## src/rtl/fpu_float_square_pkg.sv

```systemverilog
// Package for the iterative single-precision squaring unit.
//
// Holds the float field/condition/result types shared with the FPU rounding
// stage, the FSM state enum, the per-operation working record, and the three
// pure functions the datapath is built from:
//   fpu_float_square_decode    - operand capture at accept time
//   fpu_float_square_step      - one BITS_PER_CYCLE slice of shift-add multiply
//   fpu_float_square_normalize - 48-bit product to unrounded fpu_result_t
package fpu_float_square_pkg;

  localparam int MANT_BITS = 24;  // significand width including hidden one
  localparam int PROD_BITS = 48;
  localparam int EXP_BIAS  = 127;

  typedef struct packed {
    logic        sign;
    logic [7:0]  exponent;
    logic [22:0] mantissa;
  } fpu_float_fields_t;

  typedef struct packed {
    logic norm;
    logic nan;
    logic inf;
    logic zero;
  } fpu_float_conditions_t;

  typedef enum logic [2:0] {
    RND_NEAREST_EVEN = 3'd0,
    RND_TO_ZERO      = 3'd1,
    RND_DOWN         = 3'd2,
    RND_UP           = 3'd3,
    RND_NEAREST_MAX  = 3'd4
  } fpu_round_mode_t;

  typedef struct packed {
    logic            sign;
    logic [7:0]      exponent;
    logic [23:0]     mantissa;
    logic [2:0]      guard;
    logic            nan;
    logic            inf;
    logic            zero;
    logic            valid;
    fpu_round_mode_t mode;
  } fpu_result_t;

  typedef enum logic [1:0] {
    SQ_IDLE = 2'd0,
    SQ_MUL  = 2'd1,
    SQ_NORM = 2'd2,
    SQ_DONE = 2'd3
  } fpu_square_state_t;

  // Denormal inputs are folded into zero here since squares flush to zero.
  typedef struct packed {
    logic nan;
    logic inf;
    logic zero;
  } fpu_square_flags_t;

  typedef struct packed {
    logic [47:0]       acc;
    logic [23:0]       multiplicand;
    logic [23:0]       multiplier;
    logic [4:0]        count;
    logic [9:0]        exponent;      // unbiased, two's complement
    fpu_square_flags_t flags;
    fpu_round_mode_t   mode;
  } fpu_square_partial_t;

  function automatic fpu_square_partial_t fpu_float_square_decode(
    input fpu_float_fields_t     number,
    input fpu_float_conditions_t cond,
    input fpu_round_mode_t       mode
  );
    fpu_square_partial_t p;
    p              = '0;
    p.multiplicand = {1'b1, number.mantissa};
    p.multiplier   = {1'b1, number.mantissa};
    p.exponent     = {2'b00, number.exponent} - 10'(EXP_BIAS);
    p.flags.nan    = cond.nan;
    p.flags.inf    = cond.inf;
    p.flags.zero   = cond.zero | ~cond.norm;
    p.mode         = mode;
    return p;
  endfunction

  // Consumes the low 'bits' multiplier bits. count tracks the weight of bit 0
  // of the (already shifted) multiplier register.
  function automatic fpu_square_partial_t fpu_float_square_step(
    input fpu_square_partial_t p,
    input int                  bits
  );
    fpu_square_partial_t n;
    n = p;
    for (int i = 0; i < MANT_BITS; i++) begin
      if (i < bits && p.multiplier[i]) begin
        n.acc = n.acc + ({24'd0, p.multiplicand} << (int'(p.count) + i));
      end
    end
    n.multiplier = p.multiplier >> bits;
    n.count      = p.count + 5'(bits);
    return n;
  endfunction

  function automatic fpu_result_t fpu_float_square_normalize(
    input fpu_square_partial_t p
  );
    fpu_result_t       r;
    logic signed [9:0] e;
    logic signed [9:0] e2;
    logic signed [9:0] biased;
    r      = '0;
    r.mode = p.mode;
    e      = $signed(p.exponent);
    e2     = '0;
    biased = '0;
    if (p.flags.nan) begin
      r.nan = 1'b1;
    end else if (p.flags.inf) begin
      r.inf = 1'b1;
    end else if (p.flags.zero) begin
      r.zero = 1'b1;
    end else begin
      // Product of two [1,2) significands lies in [1,4): at most one bit of
      // normalisation shift, folded into the exponent as the +1.
      if (p.acc[47]) begin
        r.mantissa = p.acc[47:24];
        r.guard    = {p.acc[23:22], |p.acc[21:0]};
        e2         = (e <<< 1) + 10'sd1;
      end else begin
        r.mantissa = p.acc[46:23];
        r.guard    = {p.acc[22:21], |p.acc[20:0]};
        e2         = e <<< 1;
      end
      biased = e2 + 10'sd127;
      // Out-of-range results are reported as pure flags with zeroed fields.
      if (biased > 10'sd254) begin
        r.inf      = 1'b1;
        r.mantissa = '0;
        r.guard    = '0;
      end else if (biased < 10'sd1) begin
        r.zero     = 1'b1;
        r.mantissa = '0;
        r.guard    = '0;
      end else begin
        r.exponent = biased[7:0];
      end
    end
    return r;
  endfunction

endpackage

```

## src/rtl/fpu_float_square.sv

```systemverilog
// Iterative single-precision squaring unit (x*x) producing an unrounded
// fpu_result_t for the shared FPU rounding stage.
//
// Ports:
//   clk, rst        - clock, synchronous active-high reset
//   in_valid/ready  - operand handshake; in_ready is high only when idle
//   in_number       - operand fields {sign, exponent, mantissa}
//   in_conditions   - {norm, nan, inf, zero} classification of in_number
//   in_mode         - round mode, passed through to out_result.mode
//   out_valid/ready - result handshake; out_result holds until accepted
//   out_result      - {sign, exponent, mantissa[23:0], guard[2:0], flags,
//                      valid, mode}
//
// Parameter BITS_PER_CYCLE: multiplier bits per iteration; must divide 24.
// Optional macro FPU_SQUARE_SPECIAL_BYPASS_EN: nan/inf/zero/denormal operands
// skip the multiply and complete one cycle after accept. Without it every
// operand takes the full 24/BITS_PER_CYCLE + 2 cycle latency.
//
// FSM:
//   state | meaning
//   IDLE  | waiting for an operand, in_ready high
//   MUL   | shift-add iterations, BITS_PER_CYCLE multiplier bits per cycle
//   NORM  | normalise product, compute exponent, apply flags
//   DONE  | out_valid high, result held until out_ready
module fpu_float_square
  import fpu_float_square_pkg::*;
#(
  parameter int BITS_PER_CYCLE = 1
) (
  input  logic                  clk,
  input  logic                  rst,
  input  logic                  in_valid,
  output logic                  in_ready,
  input  fpu_float_fields_t     in_number,
  input  fpu_float_conditions_t in_conditions,
  input  fpu_round_mode_t       in_mode,
  output logic                  out_valid,
  input  logic                  out_ready,
  output fpu_result_t           out_result
);

  // count value at the start of the final MUL iteration
  localparam logic [4:0] LAST_COUNT = 5'(MANT_BITS - BITS_PER_CYCLE);

  fpu_square_state_t   state;
  fpu_square_state_t   state_next;
  fpu_square_partial_t part;
  fpu_square_partial_t decoded;
  fpu_result_t         result_q;

  assign decoded = fpu_float_square_decode(in_number, in_conditions, in_mode);

`ifdef FPU_SQUARE_SPECIAL_BYPASS_EN
  logic special;
  assign special = |decoded.flags;
`endif

  always_ff @(posedge clk) begin
    if (rst) begin
      state <= SQ_IDLE;
    end else begin
      state <= state_next;
    end
  end

  always_comb begin
    state_next = state;
    case (state)
      SQ_IDLE: begin
        if (in_valid) begin
`ifdef FPU_SQUARE_SPECIAL_BYPASS_EN
          state_next = special ? SQ_DONE : SQ_MUL;
`else
          state_next = SQ_MUL;
`endif
        end
      end
      SQ_MUL:  if (part.count == LAST_COUNT) state_next = SQ_NORM;
      SQ_NORM: state_next = SQ_DONE;
      SQ_DONE: if (out_ready) state_next = SQ_IDLE;
      default: state_next = SQ_IDLE;
    endcase
  end

  always_comb begin
    in_ready  = (state == SQ_IDLE);
    out_valid = (state == SQ_DONE);
  end

  always_comb begin
    out_result       = result_q;
    out_result.valid = out_valid;
  end

  always_ff @(posedge clk) begin
    if (rst) begin
      part     <= '0;
      result_q <= '0;
    end else begin
      case (state)
        SQ_IDLE: begin
          if (in_valid) begin
            part <= decoded;
`ifdef FPU_SQUARE_SPECIAL_BYPASS_EN
            // normalize() resolves flagged operands without looking at acc
            if (special) result_q <= fpu_float_square_normalize(decoded);
`endif
          end
        end
        SQ_MUL:  part     <= fpu_float_square_step(part, BITS_PER_CYCLE);
        SQ_NORM: result_q <= fpu_float_square_normalize(part);
        default: ;
      endcase
    end
  end

endmodule

```

## config.mk

```make
export PLATFORM = sky130hd
export DESIGN_NAME = fpu_float_square
export DESIGN_NICKNAME = d
export VERILOG_FILES = /design/src/rtl/fpu_float_square_pkg.sv /design/src/rtl/fpu_float_square.sv
export SDC_FILE = /design/constraint.sdc
export NUM_CORES = 1
export LEC_CHECK = 0
export CORE_UTILIZATION = 55
export CTS_BUF_LIST = sky130_fd_sc_hd__clkbuf_4 sky130_fd_sc_hd__clkbuf_8 sky130_fd_sc_hd__clkbuf_16
export DETAILED_ROUTE_END_ITERATION = 7
export PLACE_DENSITY = 0.87
export RECOVER_POWER = 25
export SYNTH_ARGS = -nofsm -noshare
export SYNTH_HDL_FRONTEND = slang
export SYNTH_SLANG_ARGS = --single-unit
```

## constraint.sdc

```tcl
create_clock -name clk -period 5.5 [get_ports clk]
set_input_delay 0.825 -clock clk [delete_from_list [all_inputs] [get_ports clk]]
set_output_delay 0.825 -clock clk [all_outputs]
set_load 0.005 [all_outputs]
```

==> flow_metrics.tcl <==
set metrics [dict create \
    grt-ovfl-total 0 \
    drive_gt1_share_pct 7.12 \
    die_h_um 140 \
    reg2reg_slack_ps 640 \
    ir_worst_vdd_v 0.000343 \
    track_usage_pct 27.3 \
    grt_pass1_wl_mm 43.7 \
    most-common-layout-cells "nand2_1 (201), dfxtp_1 (158), a21oi_1 (116)" \
    synth.area.top_cells "dfxtp_1 (30%), mux2i_1 (8.7%), nand2_1 (7.2%)" \
    min_period_ps 4860 \
    synth_area_um2 10500 \
    hold_slack_ps 443 \
    status "finished with violations" \
    diodes 0 \
    grt_pass1_vias 8903 \
    rows 50 \
    clockBufferDepth 2 \
    min_path_type "reg2reg" \
    fmax_mhz 206 \
    antenna_found_initial 0 \
    post_cts_resize_count 0 \
    max_cap_viol_count 2 \
    startpoint_type "flip-flop" \
    p_leak_nw 4.56 \
    syn_avg_cell_area_um2 7.93 \
    place_congestion 0.962 \
    fin_skew_ps 10.6 \
    stdcell_area_um2 11900 \
    ys_seq_area_share_pct 30.3 \
    grt_max_degree 80 \
    numCtsBuffers 17 \
    post-synth-top-area-cell "dfxtp_1" \
    timing_hold_violations_final 0 \
    synth_cells 1322 \
    initial_core_util_pct 56.1 \
    slew_headroom_pct -115 \
    finalCritPeriodShare_pct 88.3 \
    ys_warn_count 0 \
    cts_root_buf "clkbuf_16" \
    vias 9730 \
    die_area_um2 19600 \
    async_reset_ff_share_pct 0 \
    crit_type "reg2reg" \
    htreeDepth 4 \
    die_w_um 140 \
    arrival_ps 5180 \
    clkLatencyLatePin_ps 440 \
    drc 0 \
    synth_fp_nets 1422 \
    cts_sinks 159 \
    drt_first_pass_iters 6 \
    required_ps 5820 \
    core_area_um2 18700 \
    busiest_layer "met2" \
    place_ws_ps 835 \
    ys_ff_latch 159 \
    yosysUniqueCellTypes 81 \
    first_iter_violations 868 \
    tightest_slew_ps 3230 \
    violations "capacitance limit, slew limit" \
    placed_cell_area_um2 11300 \
    cts_tree "done" \
    power_density_nw_per_um2 363 \
    final_common_cell "nand2_1" \
    rsz0062_at_grt "no" \
    final_max_slew_viol_count 110 \
    p_total_mw 4.32 \
    final_nets 1450 \
    crit_fanout 21 \
    area_growth_pct 13.5 \
    setup_viol 0 \
    detail_route.wirelength_mm 26.2 \
    routedWlPerCell_um 16.4 \
    pin_count 88 \
    dpl.hpwl_mm 18.9 \
    setup_ws_ps 645 \
    final_antenna_net_count 0 \
    yosys.area.top_type_share_pct 30.3 \
    detail_route.vias_per_cell 6.09 \
    clk_pin_slew_worst_paths_ps 70 \
    io_buffers 85 \
    cts_hold_buf 0 \
    fill_cells 1530 \
    synth_flop_cell "dfxtp_1" \
    use_met3_pct 4.79 \
    grtUsageMet1_pct 35.1 \
    use_met2_pct 45.5 \
    synth_edf_count 0 \
    cts_setup_buffers 0 \
    end_kind "flip-flop" \
    setup_tns_ps 0 \
]
==> critical path, stage by stage, from the launching register on <==
cell and delay, ps:
dfxtp_1 760, buf_4 390, mux2i_1 280, mux2i_1 140
mux2i_1 210, nand2_1 80, o21ai_0 190, mux2i_1 220
ha_1 510, a21oi_1 140, o21ai_1 290, nor2_1 100
a31oi_2 250, nand4_2 180, a21oi_2 220, o2111ai_1 170
and3_1 190, o211a_1 200, a211o_1 220
==> synth_stat cells, drive strengths merged, types with 11 or more instances <==
library cell,instances
nand2,202
dfxtp,159
a21oi,119
nor2,114
o21ai,110
mux2i,91
ha,56
clkbuf,51
nand3,46
buf,39
a211oi,35
xnor2,33
a21o,26
xor2,24
inv,19
nor3,18
mux2,15
nand4,15
a31oi,11
o22ai,11
==> where the power goes <==
| group | internal (mW) | total (mW) | switching, mW |
|---|---|---|---|
| Clock | 0.640 | 1.17 | 0.530 |
| Sequential | 1.33 | 1.48 | 0.150 |
| Combinational | 0.641 | 1.67 | 1.03 |
| Total | 2.61 | 4.32 | 1.71 |
==> kinds of logic after synthesis <==
kind of cell | count (synthesis) | share of synthesized area [%]
mux | 114 | 12.0
flops | 159 | 30.3
fa+ha+maj | 57 | 6.87
other cells | 1 | 0.0357
simple gates | 459 | 19.6
compound gates | 362 | 21.4
xor+xnor | 57 | 4.76
buf+inv | 113 | 4.91
==> registers in the layout (all words and copies together), names as in the netlist <==
| name | count |
|---|---|
| part | 116 |
| state | 2 |
| out_result | 41 |
==> metal layers <==
layer / vias up / routed length, um
met3: 58 / 1640
met5: - / 0
li1: 4797 / -
met4: 0 / 665
met2: 360 / 12500
met1: 4515 / 11400
==> area by class of cell <==
class,instances,area [um^2],share of cell area [%]
Multi-Input combinational cell,1050,6800,57.1
Tap cell,234,293,2.46
Clock buffer,17,425,3.57
Inverter,21,78.8,0.662
Timing Repair Buffer,101,973,8.18
Sequential cell,159,3180,26.7
Clock inverter,15,151,1.27
==> stage by stage <==
stage          util (%)  std cells
2_1_floorplan         -       1322
3_3_place_gp       60.6       1565
3_5_place_dp       60.6       1565
4_1_cts            63.7       1597
5_1_grt            63.6       1597
6_report           63.6       1597
==> final timing paths <==
kind             startpoint        endpoint  cells after the start
max reg2reg        part[17]       part[116]                     18
min          out_result[35]  out_result[35]                      2
min reg2reg  out_result[35]  out_result[35]                      2
max                part[17]       part[116]                     18
(Power assumes the default switching activity.)
